`config.mk`:
```
export PLATFORM = sky130hd
export DESIGN_NAME = pipeline_hazard_ctrl_flat
export DESIGN_NICKNAME = d
export VERILOG_FILES = /design/src/rtl/pipeline_hazard_ctrl_if.sv /design/src/rtl/pipeline_hazard_ctrl.sv /design/src/flat_wrapper.sv
export SDC_FILE = /design/constraint.sdc
export NUM_CORES = 1
export LEC_CHECK = 0
export CAP_MARGIN = 20
export CORE_MARGIN = 5
export CORE_UTILIZATION = 45
export CTS_BUF_LIST = sky130_fd_sc_hd__clkbuf_8
export DETAILED_ROUTE_END_ITERATION = 8
export PLACE_DENSITY = 0.76
export SLEW_MARGIN = 0
export SYNTH_ARGS = -nofsm -noshare
export SYNTH_HDL_FRONTEND = slang
export SYNTH_SLANG_ARGS = --single-unit
```
`constraint.sdc`:
```
create_clock -name clk -period 2.94 [get_ports clk]
set_input_delay 0.588 -clock clk [delete_from_list [all_inputs] [get_ports clk]]
set_output_delay 0.588 -clock clk [all_outputs]
set_load 0.01 [all_outputs]
```
`src/rtl/pipeline_hazard_ctrl_if.sv`:
```
// Hazard controller bus: ID/EX hazard inputs and MEM handshake towards the controller,
// stage enables, flushes, memory start and performance counters back to the pipeline.
interface pipeline_hazard_ctrl_if #(
    parameter int CNT_W = 16
) ();
    logic [4:0]       id_src1;
    logic [4:0]       id_src2;
    logic             id_two_src;
    logic [4:0]       ex_dest;
    logic             ex_mem_read;
    logic             branch_taken;
    logic             mem_req;
    logic             mem_ready;

    logic             pc_en;
    logic             ifid_en;
    logic             idex_en;
    logic             exmem_en;
    logic             memwb_en;
    logic             ifid_flush;
    logic             idex_flush;
    logic             mem_start;
    logic             mem_err;
    logic [CNT_W-1:0] stall_cnt;
    logic [CNT_W-1:0] flush_cnt;

    // Pipeline side drives hazard inputs and observes the controls.
    modport master (
        output id_src1, id_src2, id_two_src, ex_dest, ex_mem_read,
               branch_taken, mem_req, mem_ready,
        input  pc_en, ifid_en, idex_en, exmem_en, memwb_en,
               ifid_flush, idex_flush, mem_start, mem_err, stall_cnt, flush_cnt
    );

    modport slave (
        input  id_src1, id_src2, id_two_src, ex_dest, ex_mem_read,
               branch_taken, mem_req, mem_ready,
        output pc_en, ifid_en, idex_en, exmem_en, memwb_en,
               ifid_flush, idex_flush, mem_start, mem_err, stall_cnt, flush_cnt
    );
endinterface

```
`src/rtl/pipeline_hazard_ctrl.sv`:
```
// 5-stage pipeline hazard controller: load-use stall, branch flush, memory-wait freeze.
// Controls are combinational (zero latency); a memory wait freezes every stage until ready.
module pipeline_hazard_ctrl #(
    parameter int MEM_TIMEOUT = 255,
    parameter int CNT_W       = 16
) (
    input  logic                  clk,
    input  logic                  rst,
    pipeline_hazard_ctrl_if.slave bus
);
    localparam int WAIT_W = (MEM_TIMEOUT < 1) ? 1 : $clog2(MEM_TIMEOUT + 1);

    typedef enum logic [1:0] {
        IDLE     = 2'd0,
        MEM_WAIT = 2'd1,
        MEM_ERR  = 2'd2
    } state_t;

    state_t              r_state;
    state_t              w_state_nxt;
    state_t              w_state_eff;
    logic [WAIT_W-1:0]   r_wait_cnt;
    logic [WAIT_W-1:0]   w_wait_cnt_nxt;
    logic [CNT_W-1:0]    r_stall_cnt;
    logic [CNT_W-1:0]    r_flush_cnt;

    logic                w_freeze;
    logic                w_load_use;
    logic                w_src1_hit;
    logic                w_src2_hit;
    logic                w_stall_inc;
    logic                w_flush_inc;

    // Controls during reset are decoded as if the FSM were already back in IDLE.
    assign w_state_eff = rst ? IDLE : r_state;

    always_ff @(posedge clk) begin
        if (rst) begin
            r_state    <= IDLE;
            r_wait_cnt <= '0;
        end else begin
            r_state    <= w_state_nxt;
            r_wait_cnt <= w_wait_cnt_nxt;
        end
    end

    always_comb begin
        w_state_nxt    = r_state;
        w_wait_cnt_nxt = '0;
        case (r_state)
            IDLE: begin
                if (bus.mem_req && !bus.mem_ready) begin
                    w_state_nxt = MEM_WAIT;
                end
            end
            MEM_WAIT: begin
                if (bus.mem_ready) begin
                    w_state_nxt = IDLE;
                end else if (r_wait_cnt == WAIT_W'(MEM_TIMEOUT)) begin
                    w_state_nxt = MEM_ERR;
                end else begin
                    w_wait_cnt_nxt = r_wait_cnt + WAIT_W'(1);
                end
            end
            MEM_ERR: begin
                w_state_nxt = MEM_ERR;
            end
            default: begin
                w_state_nxt = IDLE;
            end
        endcase
    end

    always_comb begin
        w_freeze = 1'b0;
        case (w_state_eff)
            IDLE:     w_freeze = bus.mem_req && !bus.mem_ready;
            MEM_WAIT: w_freeze = !bus.mem_ready;
            MEM_ERR:  w_freeze = 1'b1;
            default:  w_freeze = 1'b0;
        endcase
    end

    // Register 0 is hard-wired zero, so a load targeting it never creates a dependency.
    assign w_src1_hit = (bus.id_src1 == bus.ex_dest);
    assign w_src2_hit = bus.id_two_src && (bus.id_src2 == bus.ex_dest);
    assign w_load_use = bus.ex_mem_read && (bus.ex_dest != 5'd0) && (w_src1_hit || w_src2_hit);

    always_comb begin
        bus.pc_en      = 1'b1;
        bus.ifid_en    = 1'b1;
        bus.idex_en    = 1'b1;
        bus.exmem_en   = 1'b1;
        bus.memwb_en   = 1'b1;
        bus.ifid_flush = 1'b0;
        bus.idex_flush = 1'b0;
        if (w_freeze) begin
            bus.pc_en    = 1'b0;
            bus.ifid_en  = 1'b0;
            bus.idex_en  = 1'b0;
            bus.exmem_en = 1'b0;
            bus.memwb_en = 1'b0;
        end else if (bus.branch_taken) begin
            bus.ifid_flush = 1'b1;
            bus.idex_flush = 1'b1;
        end else if (w_load_use) begin
            bus.pc_en      = 1'b0;
            bus.ifid_en    = 1'b0;
            bus.idex_flush = 1'b1;
        end
    end

    // One start pulse per access: only IDLE can launch, MEM_WAIT never re-launches.
    assign bus.mem_start = (w_state_eff == IDLE) && bus.mem_req;
    assign bus.mem_err   = (w_state_eff == MEM_ERR);

    assign w_stall_inc = w_freeze || (w_load_use && !bus.branch_taken);
    assign w_flush_inc = bus.branch_taken && !w_freeze;

    always_ff @(posedge clk) begin
        if (rst) begin
            r_stall_cnt <= '0;
            r_flush_cnt <= '0;
        end else begin
            if (w_stall_inc && (r_stall_cnt != {CNT_W{1'b1}})) begin
                r_stall_cnt <= r_stall_cnt + CNT_W'(1);
            end
            if (w_flush_inc && (r_flush_cnt != {CNT_W{1'b1}})) begin
                r_flush_cnt <= r_flush_cnt + CNT_W'(1);
            end
        end
    end

    assign bus.stall_cnt = r_stall_cnt;
    assign bus.flush_cnt = r_flush_cnt;
endmodule

```
`src/flat_wrapper.sv`:
```
// flat-port wrapper written by rule: the top's interface ports become plain ports
module pipeline_hazard_ctrl_flat 
#(
    parameter int MEM_TIMEOUT = 255,
    parameter int CNT_W       = 16
)
  (clk, rst, bus_id_src1, bus_id_src2, bus_id_two_src, bus_ex_dest, bus_ex_mem_read, bus_branch_taken, bus_mem_req, bus_mem_ready, bus_pc_en, bus_ifid_en, bus_idex_en, bus_exmem_en, bus_memwb_en, bus_ifid_flush, bus_idex_flush, bus_mem_start, bus_mem_err, bus_stall_cnt, bus_flush_cnt);
  pipeline_hazard_ctrl_if #(.CNT_W(CNT_W)) bus_i ();
  input  logic clk;
  input  logic rst;
  input wire logic [$bits(bus_i.id_src1)-1:0] bus_id_src1;
  input wire logic [$bits(bus_i.id_src2)-1:0] bus_id_src2;
  input wire logic [$bits(bus_i.id_two_src)-1:0] bus_id_two_src;
  input wire logic [$bits(bus_i.ex_dest)-1:0] bus_ex_dest;
  input wire logic [$bits(bus_i.ex_mem_read)-1:0] bus_ex_mem_read;
  input wire logic [$bits(bus_i.branch_taken)-1:0] bus_branch_taken;
  input wire logic [$bits(bus_i.mem_req)-1:0] bus_mem_req;
  input wire logic [$bits(bus_i.mem_ready)-1:0] bus_mem_ready;
  output wire logic [$bits(bus_i.pc_en)-1:0] bus_pc_en;
  output wire logic [$bits(bus_i.ifid_en)-1:0] bus_ifid_en;
  output wire logic [$bits(bus_i.idex_en)-1:0] bus_idex_en;
  output wire logic [$bits(bus_i.exmem_en)-1:0] bus_exmem_en;
  output wire logic [$bits(bus_i.memwb_en)-1:0] bus_memwb_en;
  output wire logic [$bits(bus_i.ifid_flush)-1:0] bus_ifid_flush;
  output wire logic [$bits(bus_i.idex_flush)-1:0] bus_idex_flush;
  output wire logic [$bits(bus_i.mem_start)-1:0] bus_mem_start;
  output wire logic [$bits(bus_i.mem_err)-1:0] bus_mem_err;
  output wire logic [$bits(bus_i.stall_cnt)-1:0] bus_stall_cnt;
  output wire logic [$bits(bus_i.flush_cnt)-1:0] bus_flush_cnt;
  assign bus_i.id_src1 = bus_id_src1;
  assign bus_i.id_src2 = bus_id_src2;
  assign bus_i.id_two_src = bus_id_two_src;
  assign bus_i.ex_dest = bus_ex_dest;
  assign bus_i.ex_mem_read = bus_ex_mem_read;
  assign bus_i.branch_taken = bus_branch_taken;
  assign bus_i.mem_req = bus_mem_req;
  assign bus_i.mem_ready = bus_mem_ready;
  assign bus_pc_en = bus_i.pc_en;
  assign bus_ifid_en = bus_i.ifid_en;
  assign bus_idex_en = bus_i.idex_en;
  assign bus_exmem_en = bus_i.exmem_en;
  assign bus_memwb_en = bus_i.memwb_en;
  assign bus_ifid_flush = bus_i.ifid_flush;
  assign bus_idex_flush = bus_i.idex_flush;
  assign bus_mem_start = bus_i.mem_start;
  assign bus_mem_err = bus_i.mem_err;
  assign bus_stall_cnt = bus_i.stall_cnt;
  assign bus_flush_cnt = bus_i.flush_cnt;
  pipeline_hazard_ctrl #(.MEM_TIMEOUT(MEM_TIMEOUT), .CNT_W(CNT_W)) u_core (.clk(clk), .rst(rst), .bus(bus_i));
endmodule
```
==> impl_metrics.py, run 1 <==
metrics = {
    "finish": {
        "area_delta_synth_final_pct": 41.4,
        "final_common_cell": "clkdlybuf4s50_1",
        "drive_gt1_frac": 0.108,
        "fillCellCount": 437,
        "stdcell_count": 409,
        "multiInputGateArea_mm2": 0.00130,
        "antenna_cells": 0,
        "layout.nets": 366,
        "final_area_mm2": 0.00316,
        "regArea_um2": 841,
        "final_cell_mix": "clkdlybuf4s50_1 (50), dfxtp_1 (42), nor2_1 (34)",
    },
    "floorplanning": {
        "std_cell_rows": 25,
        "start_util": 0.467,
        "die_y_um": 80.5,
        "core_area_mm2": 0.00479,
        "die_x_um": 80.5,
        "ios": 63,
        "die_area_mm2": 0.00648,
    },
    "clock_tree": {
        "clk_path_buf_depth": 2,
        "holdBufCountCts": 0,
        "root_buffer": "clkbuf_8",
        "cts_sinks": 42,
        "cts_tree": "done",
        "cts.clk_slew.worst_paths_ns": 0.08,
        "clock_latency_ns": 0.30,
        "cts_buffers": 5,
        "htreeDepth": 2,
    },
    "yosys": {
        "synth_simple_gate_area_share": 0.309,
        "ys_types": 39,
        "synth_xor_area_frac": 0.0940,
        "yosysSeqAreaShare": 0.376,
        "synth_top_family_by_area": "simple AND/OR/NAND/NOR gates",
        "syn-mean-instance-area_um2": 8.41,
        "synth_area_leaders": "dfxtp_1 (38%), xor2_1 (5.9%), nor2_1 (5.7%), nand3_1 (4.0%), a21oi_1 (3.8%)",
        "synth.area.mux_share": 0.0347,
        "ys.flop_type": "dfxtp_1",
        "synth_top_area_share": 0.376,
        "synth_edf_count": 0,
        "synthCells": 266,
        "yosysWarnings": 0,
        "synth.cell_area_mm2": 0.00224,
        "synth-compound-area-share": 0.121,
        "async_reset_ff_frac": 0,
        "synth_area_leader_cell": "dfxtp_1",
        "ys_seq_elements": 42,
        "synth_fa_ha_area_frac": 0.0168,
        "syn_nets": 291,
    },
    "run": {
        "drv_cap": 0,
    },
    "run_status": {
        "status": "completed",
    },
    "power_and_ir_drop": {
        "power_density_mw_per_mm2": 406,
        "p_switching_uw": 275,
        "combPwrFrac": 0.106,
        "clkPwrFrac": 0.442,
        "switching_share": 0.214,
        "p_int_mw": 1.01,
        "total_power_mw": 1.28,
        "irDropWorstVdd_mv": 0.304,
        "seq_power_share": 0.452,
        "p_leak_nw": 1.11,
    },
    "route": {
        "drc": 0,
        "num_vias": 2171,
        "drtAntennaViolNets": 0,
        "viasPerCell": 5.31,
        "drt_wl_total_um": 5490,
        "drt_iter0_drc": 116,
        "wire_per_inst_um": 13.4,
        "first_pass_iters": 4,
    },
    "worst_setup_path": {
        "rrSetupSlack_ns": 0.48,
        "worstSetupPathType": "in -> out",
        "cp-start-kind": "input pin",
        "cp_max_fo": 3,
        "reg2regPathDepth": 8,
        "arrival_ns": 2.29,
        "worstSetupEndpointType": "primary output",
        "required_ns": 2.35,
    },
    "sta": {
        "setup_viol": 0,
        "fmax_ghz": 0.348,
        "layout_worst_path_cycle_share": 0.978,
        "fin_crit_ns": 2.87,
        "worst_slack_ns": 0.0650,
        "tightest_slew_ns": 0.480,
        "final_max_slew_viol_count": 0,
        "fin_worst_skew_ns": 0.00627,
        "relSlewSlack": 0.680,
        "hold_viol_final": 0,
    },
    "place": {
        "place.gp.congestion": 0.744,
        "dp.cells": 395,
        "dpl.hpwl_um": 3970,
        "dp_worst_setup_slack_ns": -0.262,
        "place_area_mm2": 0.00297,
        "port_buffers": 62,
    },
    "global_route": {
        "track_usage": 0.172,
        "grt_max_degree": 32,
        "grt_overflow": 0,
        "grt_pass1_wl_um": 8900,
        "grt_antenna_before_repair": 0,
        "grt_pass1_vias": 2034,
    },
    "worst_hold_path": {
        "hp-class": "reg -> reg",
        "hold_depth": 1,
    },
}
[final timing paths]
check,startpoint,end
setup / recovery,bus_id_src2[2],bus_ifid_en
hold / removal,u_core.r_wait_cnt[0],u_core.r_wait_cnt[0]
setup reg to reg,u_core.r_state[0],u_core.bus.stall_cnt[15]
hold reg to reg,u_core.r_wait_cnt[0],u_core.r_wait_cnt[0]
[stage by stage]
| step | utilization | hold WS, ns | TNS (ns) |
|---|---|---|---|
| floorplan | - | 0.430 | 0 |
| global placement | 0.620 | 0.444 | -1.69 |
| detailed placement | 0.620 | 0.453 | -2.62 |
| CTS | 0.655 | 0.472 | 0 |
| global route | 0.661 | 0.513 | -0.0185 |
| finish | 0.661 | 0.468 | 0 |
[cells in the mapped netlist, types with 2 or more instances]
| cell | number |
|---|---|
| xnor2_1 | 9 |
| buf_2 | 5 |
| mux2_2 | 3 |
| nand4_1 | 8 |
| a21oi_1 | 17 |
| o21ai_0 | 12 |
| nor4_4 | 3 |
| nor3b_1 | 2 |
| or3_1 | 10 |
| ha_1 | 3 |
| nand3_1 | 18 |
| nor2_1 | 34 |
| xor2_1 | 15 |
| nand2_1 | 12 |
| clkbuf_1 | 5 |
| nor4_1 | 3 |
| and2_1 | 2 |
| nor3_1 | 7 |
| or4_1 | 9 |
| nor2b_1 | 8 |
| dfxtp_1 | 42 |
| and3_1 | 3 |
| buf_4 | 3 |
| mux2_1 | 3 |
| o2111ai_1 | 2 |
| o21a_1 | 2 |
| o31ai_1 | 7 |
| inv_1 | 8 |
[cells by family (layout without fill, tap and decap cells)]
family	after synthesis	after routing
xor gates and xnor gates	24	24
AOI/OAI and AO/OA	45	45
DFF	42	42
muxes	7	7
buffers and inverters	22	98
adders and majority gates	3	3
and+or+nand+nor	123	123
[state kept, by name, summed over array words and instances (netlist names)]
signal,flops
u_core.r_wait_cnt,8
u_core.bus.flush_cnt,16
u_core.bus.stall_cnt,16
u_core.r_state,2
[area by class of cell]
cell class,instances,area share
tap,67,0.0265
timing repair buffer,82,0.243
clock buffer,6,0.0261
sequential,42,0.266
clock inverter,2,0.0190
multi-input combinational,202,0.410
inverter,8,0.00949
[routing by layer]
layer	track usage	share of wire	up-vias
li1	-	-	1101
met1	0.206	0.45	1011
met2	0.289	0.49	49
met3	0.0426	0.044	10
met4	0.0726	0.019	0
met5	0	0	-
[what timing repair did]
action                     4_1_cts  5_1_grt
setup endpoints to repair        7        4
resized for setup               10        6
setup buffers                    4        2
pin swaps                        3        3
[critical path, stage by stage]
cell             delay, ns
clkdlybuf4s50_1       0.41
xor2_1                0.15
nor4_1                0.29
a32oi_1               0.16
o31a_1                0.31
buf_4                 0.15
clkdlybuf4s15_1       0.22
[power groups by stage]
stage / clock network (mW) / registers (mW) / logic (mW)
detailed placement: 0 / 0.594 / 0.132
floorplan: 0 / 0.595 / 0.0588
global placement: 0 / 0.594 / 0.130
finish: 0.568 / 0.580 / 0.136
CTS: 0.584 / 0.580 / 0.132
global route: 0.605 / 0.582 / 0.148
Power figures use the tool's default switching activity.
==> run 2: changes to the inputs <==
- PLACE_DENSITY: 0.76 -> 0.79
- clock period: 2.94 -> 2.45 ns (I/O delays scaled with it)
==> impl_metrics.py, run 2 (synthesis gave the netlist of run 1 again) <==
metrics = {
    "worst_setup_path": {
        "cp_max_fo": 39,
        "cp-start-kind": "input pin",
        "rrSetupSlack_ns": 0.16,
        "required_ns": 1.96,
        "cpMaxStageDelayCell": "clkdlybuf4s50_1",
        "slowest_delay_ns": 0.52,
        "critical_path.cell_chain": "dlygate4sd2_1 > buf_4 > o21a_1 > clkdlybuf4s50_1",
        "arrival_ns": 1.90,
        "worstSetupEndpointType": "primary output",
        "worstSetupPathType": "in -> out",
    },
    "power_and_ir_drop": {
        "p_leak_nw": 1.23,
        "total_power_mw": 1.43,
        "power_density_mw_per_mm2": 423,
        "irDropWorstVdd_mv": 0.381,
    },
    "place": {
        "port_buffers": 62,
        "dpl.hpwl_um": 4100,
        "dp.cells": 400,
        "dp_worst_setup_slack_ns": -0.618,
        "place.gp.congestion": 0.797,
        "place_area_mm2": 0.00301,
    },
    "clock_tree": {
        "htreeDepth": 2,
        "cts.clk_slew.worst_paths_ns": 0.07,
        "root_buffer": "clkbuf_8",
        "cts_buffers": 5,
        "cts_tree": "done",
        "clock_latency_ns": 0.30,
        "holdBufCountCts": 0,
        "cts_sinks": 42,
        "clk_path_buf_depth": 2,
    },
    "sta": {
        "fmax_ghz": 0.418,
        "tns_ns": 0,
        "worst_slack_ns": 0.0574,
        "relSlewSlack": 0.644,
        "fin_crit_ns": 2.39,
        "fin_worst_skew_ns": 0.0114,
        "rsz0062_at_grt": "yes",
        "hold_viol_final": 0,
        "setup_viol": 0,
        "tightest_slew_ns": 0.535,
        "final_max_slew_viol_count": 0,
        "layout_worst_path_cycle_share": 0.977,
    },
    "floorplanning": {
        "ios": 63,
        "die_x_um": 80.5,
        "core_area_mm2": 0.00479,
        "start_util": 0.467,
        "die_area_mm2": 0.00648,
        "die_y_um": 80.5,
        "std_cell_rows": 25,
    },
    "route": {
        "num_vias": 2268,
        "drt_wl_total_um": 6040,
        "drc": 0,
        "drtAntennaViolNets": 0,
        "wire_per_inst_um": 14.3,
        "viasPerCell": 5.37,
        "drt_iter0_drc": 115,
        "first_pass_iters": 5,
    },
    "finish": {
        "final_cell_mix": "dfxtp_1 (42), clkdlybuf4s50_1 (37), nor2_1 (34)",
        "drive_gt1_frac": 0.220,
        "fillCellCount": 373,
        "layout.nets": 379,
        "antenna_cells": 0,
        "final_area_mm2": 0.00338,
        "stdcell_count": 422,
        "final_common_cell": "dfxtp_1",
        "area_delta_synth_final_pct": 51.2,
    },
    "global_route": {
        "grt_max_degree": 40,
        "grt_pass1_vias": 2125,
        "grt_overflow": 0,
        "track_usage": 0.187,
        "grt_pass1_wl_um": 9740,
        "grt_antenna_before_repair": 0,
    },
    "run": {
        "drv_cap": 0,
    },
    "worst_hold_path": {
        "hp-class": "reg -> reg",
    },
    "run_status": {
        "status": "completed",
    },
}
-- run 2: cell count changes in the layout (fill, tap and decap cells not counted), moves of 3 or more --
cell,before,now
clkdlybuf4s50_1,50,37
buf_4,20,28
buf_2,0,5
a21oi_1,17,13
a21oi_2,0,4
buf_6,0,4
or4_1,8,4
or4_4,1,5
buf_8,0,3
clkdlybuf4s15_1,2,5
mux2_4,0,3
nor3_1,7,4
nor3_2,0,3
-- run 2: where the power goes --
part           switching (mW)  internal [mW]
combinational          0.0916          0.114
sequential            0.00794          0.689
clock                   0.232          0.297
-- run 2: cell type report --
cell class / instances / area, um2 / area share
Sequential cell: 42 / 841 / 0.249
Multi-Input combinational cell: 202 / 1420 / 0.418
Clock inverter: 3 / 37.5 / 0.0111
Inverter: 8 / 30.0 / 0.00888
Clock buffer: 5 / 68.8 / 0.0203
Timing Repair Buffer: 95 / 906 / 0.268
Tap cell: 67 / 83.8 / 0.0248
-- run 2: worst paths after layout --
| kind | depth (start not counted) | endpoint | from |
|---|---|---|---|
| worst max-delay path | 4 | bus_mem_start | rst |
| worst min-delay path | 1 | u_core.r_wait_cnt[0] | u_core.r_wait_cnt[0] |
| worst max register to register | 9 | u_core.bus.stall_cnt[2] | u_core.r_state[0] |
| worst min register to register | 1 | u_core.r_wait_cnt[0] | u_core.r_wait_cnt[0] |
-- run 2: what timing repair did --
action	4_1_cts	5_1_grt
setup endpoints to repair	22	21
buffers inserted	12	0
pin swaps	14	24
resized for setup	55	43
cloned	1	1
-- run 2: worst max-delay path: cells and delay by family --
family,cells,cell delay [ns]
buffers and inverters,3,1.21
AOI/OAI and AO/OA,1,0.19
-- run 2: routing by layer --
metal | track usage | vias to the layer above | share of wire
li1 | - | 1123 | -
met1 | 0.230 | 1080 | 0.43
met2 | 0.323 | 61 | 0.51
met3 | 0.0471 | 4 | 0.051
met4 | 0.0490 | 0 | 0.0055
met5 | 0 | - | 0
-- run 2: metrics by stage --
stage / hold slack, ns / utilization
floorplan: 0.430 / -
global placement: 0.445 / 0.628
detailed placement: 0.451 / 0.628
CTS: 0.468 / 0.684
global route: 0.485 / 0.707
finish: 0.462 / 0.707
==> RTL edit: new RTL, flow settings as in run 2 <==
`CNT_W` is set to 16 in 3 places; all go to 14.
--- a/src/rtl/pipeline_hazard_ctrl_if.sv
+++ b/src/rtl/pipeline_hazard_ctrl_if.sv
@@ -3,3 +3,3 @@
 interface pipeline_hazard_ctrl_if #(
-    parameter int CNT_W = 16
+    parameter int CNT_W = 14
 ) ();
--- a/src/rtl/pipeline_hazard_ctrl.sv
+++ b/src/rtl/pipeline_hazard_ctrl.sv
@@ -4,3 +4,3 @@
     parameter int MEM_TIMEOUT = 255,
-    parameter int CNT_W       = 16
+    parameter int CNT_W       = 14
 ) (
--- a/src/flat_wrapper.sv
+++ b/src/flat_wrapper.sv
@@ -4,3 +4,3 @@
     parameter int MEM_TIMEOUT = 255,
-    parameter int CNT_W       = 16
+    parameter int CNT_W       = 14
 )
Interface: changed (resized bus_flush_cnt and bus_stall_cnt); port bits go from 63 to 59. No check against the original RTL was run, so the function may have changed too.
==> RTL edit against run 2 <==
  * Power is 7.1% lower
  * Sequential power fell by 9.3%
  * Sequential share of layout area rose by 2.0 points
  * Routed wire length decreased by 22%
  * Setup slack got worse by 0.014 ns
  * Core utilization down 5.2 points
  * Area after synthesis fell by 11%
  * Combinational power decreased by 17%
  * Largest power group unchanged
  * Design area is 16% lower
  * Sequential cell count shrank 4
  * Final cell count down 14%
  * Die area shrank 9.5%
  * Worst hold slack improved by 0.0060 ns
==> RTL edit: results <==
export IMPL_diodes=0
export IMPL_clock_skew_final_ns=0.00494
export IMPL_cts_clk_slew_worst_paths_ns=0.08
export IMPL_outcome="completed"
export IMPL_wl_per_cell_um=12.9
export IMPL_path_max_fanout=3
export IMPL_synth_area_per_cell_um2=8.17
export IMPL_timing_hold_ws_ns=0.468
export IMPL_final_layout_size_suffix_gt1_share_pct=13.5
export IMPL_placedCellCount=353
export IMPL_port_buffers=58
export IMPL_synth_area_mux_share_pct=1.07
export IMPL_cts_buffers=5
export IMPL_drt_initial_drc_count=91
export IMPL_grt_pass1_vias=1894
export IMPL_clk_path_buf_depth=2
export IMPL_relSlewSlack_pct=78.7
export IMPL_min_path_type="reg2reg"
export IMPL_antenna_found_initial=0
export IMPL_worstPathArrival_ns=1.92
export IMPL_r2r_setup_slack_ns=0.35
export IMPL_vias_per_cell=5.47
export IMPL_synth_cell_types=39
export IMPL_yosys_top_cells_area="dfxtp_1 38%, a21oi_1 6.8%, xor2_1 6.1%"
export IMPL_first_pass_iters=4
export IMPL_synth_fp_nets=269
export IMPL_grt_pass1_wl_um=8270
export IMPL_synth_warnings=0
export IMPL_fin_ws_ns=0.0430
export IMPL_final_antenna_net_count=0
export IMPL_vdd_ir_drop_max_mv=0.252
export IMPL_grt_max_degree=30
export IMPL_nNetsFinal=335
export IMPL_synth_common_cells="38 x dfxtp_1, 27 x a21oi_1, 20 x nor2_1, 18 x nand3_1"
export IMPL_synth_compound_area_share_pct=17.9
export IMPL_worstSkewPairLatency_ns=0.29
export IMPL_dpl_cell_area_um2=2680
export IMPL_grt_usage_pct=16.7
export IMPL_p_leak_nw=1.02
export IMPL_synthXorXnorAreaFrac_pct=7.47
export IMPL_place_congestion=0.787
export IMPL_cts_htree_levels=2
export IMPL_synthAdderAreaFrac_pct=1.88
export IMPL_dp_hpwl_um=3380
export IMPL_cts_root_buf="clkbuf_8"
export IMPL_final_cells=363
export IMPL_pre_cts_ws_ns=-0.634
export IMPL_synthArstFlopShare_pct=0
export IMPL_finalHoldViolCount=0
export IMPL_ys_seq_area_share_pct=38.1
-- RTL edit: changes by cell type after synthesis, sizes merged, moves of 6 or more --
cell   before  now
and3        3    9
a21oi      17   27
nand4       8    2
nor2       34   20
xnor2       9    3
-- RTL edit: per-layer routing --
| layer | share of wire (%) | track usage (%) | vias up |
|---|---|---|---|
| li1 | - | - | 1012 |
| met1 | 43 | 20.5 | 902 |
| met2 | 46 | 25.9 | 61 |
| met3 | 7.9 | 5.67 | 12 |
| met4 | 2.2 | 7.87 | 0 |
| met5 | 0 | 0 | - |
-- RTL edit: kinds of logic after synthesis --
family                     count (synthesis)
adders and majority gates                  3
muxes                                      2
buffers and inverters                     19
xor gates and xnor gates                  17
AOI/OAI and AO/OA                         59
and+or+nand+nor                          106
DFF                                       38
-- RTL edit: final timing paths --
check | startpoint | end | depth (start not counted)
min reg2reg | u_core.r_wait_cnt[0] | u_core.r_wait_cnt[0] | 1
min | u_core.r_wait_cnt[0] | u_core.r_wait_cnt[0] | 1
max | bus_ex_dest[1] | bus_ifid_en | 7
max reg2reg | u_core.r_state[0] | u_core.bus.stall_cnt[10] | 9
-- RTL edit: repair_timing --
item | 4_1_cts | 5_1_grt
gates resized for setup | 42 | 4
pin swaps | 9 | 3
buffers inserted | 2 | 0
endpoints found under the setup margin | 20 | 14
-- RTL edit: layout make-up --
class	count	area (µm²)
inverter	6	25.0
multi-input combinational	187	1180
sequential	38	761
tap	52	65.1
fill	373	1490
clock buffer	5	68.8
clock inverter	3	41.3
timing repair buffer	72	687
-- RTL edit: where the power goes --
part           switching, mW  total (mW)  internal, mW
Clock                  0.227       0.526         0.300
Sequential           0.00797       0.632         0.624
Combinational         0.0816       0.172        0.0901
Total                  0.316        1.33          1.01
-- RTL edit: critical path, stage by stage --
cell           delay, ns
dlygate4sd2_1       0.27
or4_4               0.54
o21ai_2             0.16
buf_4               0.13
o311ai_4            0.12
inv_4               0.10
buf_6               0.10
